<file path="src/rtl/seven_seg_scan.sv">
// Time-multiplexed common-anode seven-segment driver with double-buffered frames,
// hex/decimal glyphs, leading-zero blanking, per-digit blink and PWM brightness.
module seven_seg_scan #(
  parameter int NUM_DIGITS   = 4,
  parameter int DIGIT_LOG2   = 18,
  parameter int PWM_BITS     = 4,
  parameter int BLINK_FRAMES = 48
) (
  input  logic                    i_clk,
  input  logic                    i_reset_n,
  input  logic [4*NUM_DIGITS-1:0] i_digits,
  input  logic [NUM_DIGITS-1:0]   i_dp,
  input  logic                    i_load,
  output logic                    o_load_ack,
  input  logic [NUM_DIGITS-1:0]   i_blink,
  input  logic                    i_blank_lz,
  input  logic                    i_hex_mode,
  input  logic [PWM_BITS-1:0]     i_brightness,
  output logic [NUM_DIGITS-1:0]   o_anode,
  output logic [6:0]              o_seg,
  output logic                    o_dp,
  output logic                    o_frame_start
);

  localparam int PW = (NUM_DIGITS > 1) ? $clog2(NUM_DIGITS) : 1;
  localparam int FW = (BLINK_FRAMES > 1) ? $clog2(BLINK_FRAMES) : 1;
  localparam logic [PW-1:0]         POS_LAST  = PW'(NUM_DIGITS - 1);
  localparam logic [FW-1:0]         FRM_LAST  = FW'(BLINK_FRAMES - 1);
  localparam logic [DIGIT_LOG2-1:0] SLOT_LAST = '1;

  logic [DIGIT_LOG2-1:0]   slot_q, slot_d;
  logic [PW-1:0]           pos_q, pos_d;
  logic [FW-1:0]           frame_cnt_q, frame_cnt_d;
  logic                    blink_phase_q, blink_phase_d;
  logic [4*NUM_DIGITS-1:0] act_digits_q, act_digits_d;
  logic [NUM_DIGITS-1:0]   act_dp_q, act_dp_d;
  logic [4*NUM_DIGITS-1:0] pend_digits_q, pend_digits_d;
  logic [NUM_DIGITS-1:0]   pend_dp_q, pend_dp_d;
  logic                    pend_flag_q, pend_flag_d;
  logic [NUM_DIGITS-1:0]   anode_q, anode_d;
  logic [6:0]              seg_q, seg_d;
  logic                    dp_q, dp_d;
  logic                    load_ack_q, load_ack_d;
  logic                    frame_start_q, frame_start_d;

  logic          slot_wrap, frame_first, frame_last, commit;
  logic [PW-1:0] cur;
  logic [3:0]    nib;
  logic          cur_dp, cur_blink, cur_blank, run, lit;

  function automatic logic [6:0] glyph(input logic [3:0] v, input logic hex);
    logic [6:0] g;
    case (v)
      4'h0: g = 7'b1000000;
      4'h1: g = 7'b1111001;
      4'h2: g = 7'b0100100;
      4'h3: g = 7'b0110000;
      4'h4: g = 7'b0011001;
      4'h5: g = 7'b0010010;
      4'h6: g = 7'b0000010;
      4'h7: g = 7'b1111000;
      4'h8: g = 7'b0000000;
      4'h9: g = 7'b0010000;
      4'hA: g = 7'b0001000;
      4'hB: g = 7'b0000011;
      4'hC: g = 7'b1000110;
      4'hD: g = 7'b0100001;
      4'hE: g = 7'b0000110;
      default: g = 7'b0001110;
    endcase
    if (!hex && v > 4'h9) g = 7'b0111111;
    return g;
  endfunction

  // Counters, frame bookkeeping and buffer handshake
  always_comb begin
    slot_wrap   = (slot_q == SLOT_LAST);
    frame_first = (slot_q == '0) && (pos_q == '0);
    frame_last  = slot_wrap && (pos_q == POS_LAST);
    commit      = frame_first && pend_flag_q;

    slot_d = slot_q + 1'b1;
    pos_d  = pos_q;
    if (slot_wrap) pos_d = (pos_q == POS_LAST) ? '0 : pos_q + 1'b1;

    frame_cnt_d   = frame_cnt_q;
    blink_phase_d = blink_phase_q;
    if (frame_last) begin
      if (frame_cnt_q == FRM_LAST) begin
        frame_cnt_d   = '0;
        blink_phase_d = ~blink_phase_q;
      end else begin
        frame_cnt_d = frame_cnt_q + 1'b1;
      end
    end

    // Committed data is used on the very cycle it is committed, so no frame tears.
    act_digits_d = commit ? pend_digits_q : act_digits_q;
    act_dp_d     = commit ? pend_dp_q     : act_dp_q;

    pend_digits_d = pend_digits_q;
    pend_dp_d     = pend_dp_q;
    pend_flag_d   = pend_flag_q;
    if (i_load) begin
      pend_digits_d = i_digits;
      pend_dp_d     = i_dp;
      pend_flag_d   = 1'b1;
    end else if (commit) begin
      pend_flag_d = 1'b0;
    end

    load_ack_d    = commit;
    frame_start_d = frame_first;
  end

  // Display decode for the digit being scanned (pos 0 is the leftmost digit)
  always_comb begin
    cur       = POS_LAST - pos_q;
    nib       = 4'd0;
    cur_dp    = 1'b0;
    cur_blink = 1'b0;
    cur_blank = 1'b0;
    run       = 1'b1;
    for (int k = NUM_DIGITS - 1; k >= 0; k--) begin
      run = run & (act_digits_d[4*k +: 4] == 4'd0);
      if (cur == PW'(k)) begin
        nib       = act_digits_d[4*k +: 4];
        cur_dp    = act_dp_d[k];
        cur_blink = i_blink[k];
        cur_blank = run && (k != 0);
      end
    end

    lit     = slot_q[DIGIT_LOG2-1 -: PWM_BITS] < i_brightness;
    anode_d = '1;
    seg_d   = 7'h7F;
    dp_d    = 1'b1;
    if (lit) begin
      for (int k = 0; k < NUM_DIGITS; k++) begin
        if (cur == PW'(k)) anode_d[k] = 1'b0;
      end
      if (!(blink_phase_q && cur_blink)) begin
        dp_d = ~cur_dp;
        if (!(i_blank_lz && cur_blank)) seg_d = glyph(nib, i_hex_mode);
      end
    end
  end

  always_ff @(posedge i_clk) begin
    if (!i_reset_n) begin
      slot_q        <= '0;
      pos_q         <= '0;
      frame_cnt_q   <= '0;
      blink_phase_q <= 1'b0;
      act_digits_q  <= '0;
      act_dp_q      <= '0;
      pend_digits_q <= '0;
      pend_dp_q     <= '0;
      pend_flag_q   <= 1'b0;
      anode_q       <= '1;
      seg_q         <= 7'h7F;
      dp_q          <= 1'b1;
      load_ack_q    <= 1'b0;
      frame_start_q <= 1'b0;
    end else begin
      slot_q        <= slot_d;
      pos_q         <= pos_d;
      frame_cnt_q   <= frame_cnt_d;
      blink_phase_q <= blink_phase_d;
      act_digits_q  <= act_digits_d;
      act_dp_q      <= act_dp_d;
      pend_digits_q <= pend_digits_d;
      pend_dp_q     <= pend_dp_d;
      pend_flag_q   <= pend_flag_d;
      anode_q       <= anode_d;
      seg_q         <= seg_d;
      dp_q          <= dp_d;
      load_ack_q    <= load_ack_d;
      frame_start_q <= frame_start_d;
    end
  end

  assign o_anode       = anode_q;
  assign o_seg         = seg_q;
  assign o_dp          = dp_q;
  assign o_load_ack    = load_ack_q;
  assign o_frame_start = frame_start_q;

endmodule

</file>
<file path="config.mk">
export PLATFORM = sky130hd
export DESIGN_NAME = seven_seg_scan
export DESIGN_NICKNAME = d
export VERILOG_FILES = /design/src/rtl/seven_seg_scan.sv
export SDC_FILE = /design/constraint.sdc
export NUM_CORES = 1
export LEC_CHECK = 0
export ABC_AREA = 1
export CAP_MARGIN = 40
export CORE_UTILIZATION = 35
export DETAILED_ROUTE_END_ITERATION = 16
export PLACE_DENSITY = 0.53
export SYNTH_ARGS = -nofsm -noshare
export SYNTH_HDL_FRONTEND = slang
export SYNTH_SLANG_ARGS = --single-unit
</file>
<file path="constraint.sdc">
create_clock -name i_clk -period 3.68 [get_ports i_clk]
set_input_delay 0.736 -clock i_clk [delete_from_list [all_inputs] [get_ports i_clk]]
set_output_delay 0.736 -clock i_clk [all_outputs]
set_load 0.02 [all_outputs]
</file>
==> impl_summary.md <==
Global route
The first global-routing pass estimated roughly 15 mm of wire. The number of antenna violations at the first check in global routing is 0. The pin count of the biggest net entering global routing is 34.

The number of global-route vias before repair is 3142. The total routing usage reported by global routing is about 16%. Summed over all layers, the global routing overflow is 0.

CTS
After clock tree synthesis, the clock-pin slew on the worst setup and hold paths is ~60 ps. The maximum level of the CTS H-tree is 3. The total CTS buffers is 9.

At the later pin of the worst-skew pair, clock insertion delay measures approximately 330 ps. In this run the deepest clock path goes through 2 buffers. In this run the clock root is driven by a clkbuf_16. TritonCTS built the clock tree. The number of setup buffers added after CTS is 0. For this design, the sink count on the clock tree is 82. In this run, post-CTS repair resized a total of 0 instances. Buffers inserted to repair hold after CTS numbered 0.

Placement
The worst setup slack before clock tree synthesis is between 500 and 600 ps. The HPWL after detailed placement is around 6.3 mm. The number of placed instances, taps included is between 700 and 800. Port buffering added 46 buffers. Summing all placed instances gives a cell area of around 4600 um2. At the end of routability-driven placement, the weighted congestion stood at 0.798.

STA
Timing would allow up to around 320 MHz. The minimum clock period is approximately 3100 ps. Setup slack closes at 550 ps. The setup skew after layout is between 7 and 8 ps. Adding up every negative setup slack in the final design gives 0 ps. At the pin with the least slew margin, the transition time is around 800 ps.

The max-slew violation count is 0. The final setup violation count is 0. The worst slew slack as a fraction of its limit is between 40% and 50%.

Setup repair after global routing left no endpoint under its margin. The count of final hold-check violations was 0. The share of the clock period used by the worst path after layout is 85.0%.

Synth
Of the synthesized area, sequential elements account for between 40% and 50%. Averaged over all synthesized cells, the footprint is roughly 7.5 um2. The net count of the mapped netlist is a little under 600.

The count of different cell masters after synthesis is 40. The cell count after synthesis came out at between 500 and 600. For this run, the leading register cell type out of synthesis is dfxtp_1. The leading area contributor after synthesis is dfxtp_1. After synthesis the netlist holds a flip-flop and latch count of 82.

By area the synthesized netlist is led by dfxtp_1 (41%), nand2_1 (8.0%), nor2_1 (7.2%), inv_1 (6.3%), ha_1 (5.0%). The synthesized design contains 0 enable-type register cells. The post-synthesis cell area is 3990 um2. Of all flip-flops after synthesis, the portion carrying an async set or reset was 0%. The fraction of post-synthesis cell area in the top cell type by area is between 40% and 50%. During synthesis, Yosys emitted a total of 0 warnings.

Worst setup path
The minimum setup slack among reg-to-reg paths is about 550 ps. STA puts the critical path data arrival time at 3350 ps. The end of the worst register-to-register path is o_seg[6]. At the worst endpoint, the required time is 3900 ps. Measured in cells, the most critical reg-to-reg path has a length of 20. The critical path is of the flop to flop type. The worst setup path is launched from a flop. The element type at the critical path end is a flop.

Of all nets on the critical path, the largest fanout is 30. The startpoint of the most critical register-to-register path is pos_q[0].

Floorplan
The width of the chip is ~110 um. After floorplanning, the core was sized to cover 11000 um2. The boundary pin count is 47. The y dimension of the die is approximately 110 um. The site row count is 38.

The die outline area is 11800 um2. For this configuration, the core starts out at a cell density of between 30% and 40%.

Worst hold path
The end point of the worst hold path is slot_q[0]. Counting instances, the worst hold path has a depth of 1. The type of the tightest min-delay check is flop to flop. The startpoint identified for the worst hold timing path is slot_q[0].

Final layout
The final layout contains approximately 620 nets. The number of antenna diodes in the final layout is 0. Summing all flip-flop and latch instances after layout gives approximately 1600 um2. The share of layout cells above drive strength 1 is 11.6%.

The number of fillers in the final layout is 1131. The library cell used most frequently in the layout, excluding fill and tap cells, is nand2_1. The area used by multi-input combinational logic is 1990 um2. The area overhead of the layout relative to synthesis is 22.4%. The finished layout holds between 700 and 800 standard cells, fillers aside. Leaving out fill and tap cells, the most frequent cells in the layout are nand2_1 (85), dfxtp_1 (82), nor2_1 (77). Once layout is done, the placed cells without fillers occupy between 4000 and 5000 um2.

Power and ir drop
The maximum ir drop on the vdd rail is slightly below 0.2 mV. The areal power density over the cells is ~460 nW/um2. Summed over all cells, the static leakage comes to between 0.002 and 0.0025 uW.

Route
The via count of the routed design is approximately 3.3k. The via density per instance is 4.63. The routed design has roughly 8.5 mm of wire. The detailed-router iteration count before antenna repair is 4. The wire length per cell is 11.9 um. In this run, the number of DRC markers left after iteration 0 of detailed routing was between 100 and 150. The detail route stage leaves a number of antenna-violating nets equal to 0.

In the routed design, unresolved DRC markers number 0.

Run status
The run finished with clean final reports.

Run
Max-cap violations in this run came to 0.
==> area by class of cell <==
type	count	area share, %
flip-flops and latches	82	33.6
well taps	140	3.59
clock buffers	11	4.76
multi-input cells	359	40.8
clock inverters	5	1.61
inverters	73	5.64
repair buffers	50	10.0
==> state kept, by name (all words and copies together), names as in the netlist, 2 cells and up <==
name           cells
o_anode            4
o_seg              7
pend_dp_q          4
frame_cnt_q        6
act_dp_q           4
act_digits_q      16
slot_q            18
pend_digits_q     16
pos_q              2
==> synthesized netlist by cell type (2+ instances only) <==
master    instances
nand2_1          85
dfxtp_1          82
nor2_1           77
inv_1            67
a21oi_1          36
o21ai_0          35
nand3_1          23
ha_1             16
nand4_1          13
clkbuf_1         12
nand3_2          10
nor3_1           10
nand2_2           9
nor2_4            7
nor2_2            6
o211ai_1          4
a211oi_1          3
buf_6             3
inv_2             3
nand2_4           3
nor3b_1           3
o21ai_2           3
clkinv_1          2
mux2i_1           2
==> kinds of logic after synthesis <==
| family | count (synthesis) | share of synthesized area, % |
|---|---|---|
| AOI/OAI and AO/OA | 86 | 12.1 |
| xor gates and xnor gates | 1 | 0.219 |
| adders and majority gates | 16 | 5.02 |
| buffers and inverters | 89 | 9.00 |
| DFF | 82 | 41.1 |
| muxes | 2 | 0.502 |
| and+or+nand+nor | 254 | 32.1 |
==> per-layer routing <==
metal,global-route usage (%),part of all wire (%)
met3,3.59,3.3
met2,24.8,43
met4,4.92,1.2
met1,22.1,53
met5,0,0
==> stage by stage <==
step | power [uW] | util (%) | hold WS, ps
5_1_grt | 2380 | 44.5 | 498
6_report | 2270 | 44.5 | 466
4_1_cts | 2290 | 44.5 | 469
3_5_place_dp | 1340 | 41.6 | 453
2_1_floorplan | 1220 | - | 429
3_3_place_gp | 1340 | 41.6 | 442
==> worst max-delay path, cell delays in order (launching register included) <==
cell	delay, ps
dfxtp_1	330
inv_1	110
ha_1	190
inv_1	80
nor2_1	80
nand2_1	110
nor2_4	230
nand3_4	330
nand2_1	180
nand3_1	100
nand2_1	80
inv_1	60
a21oi_2	280
inv_1	130
ha_1	290
nand3_2	140
nand2_4	70
inv_1	50
nand2_1	40
nand3_1	70
nand2_1	50
==> power by group <==
group | internal (uW) | switching, uW
logic | 149 | 213
registers | 942 | 20.0
clock network | 594 | 351
total | 1680 | 584
==> worst max-delay path by stage <==
stage / startpoint / end / slack, ps
after global placement: pos_q[0] / o_seg[6] / 710
after detailed placement: pos_q[0] / o_seg[6] / 550
after CTS: pos_q[0] / o_seg[6] / 530
final: pos_q[0] / o_seg[6] / 550
after global routing: pos_q[0] / o_seg[6] / 100
after floorplan: pos_q[0] / o_seg[6] / 1110
No activity file was read; power rests on OpenSTA's default activity.
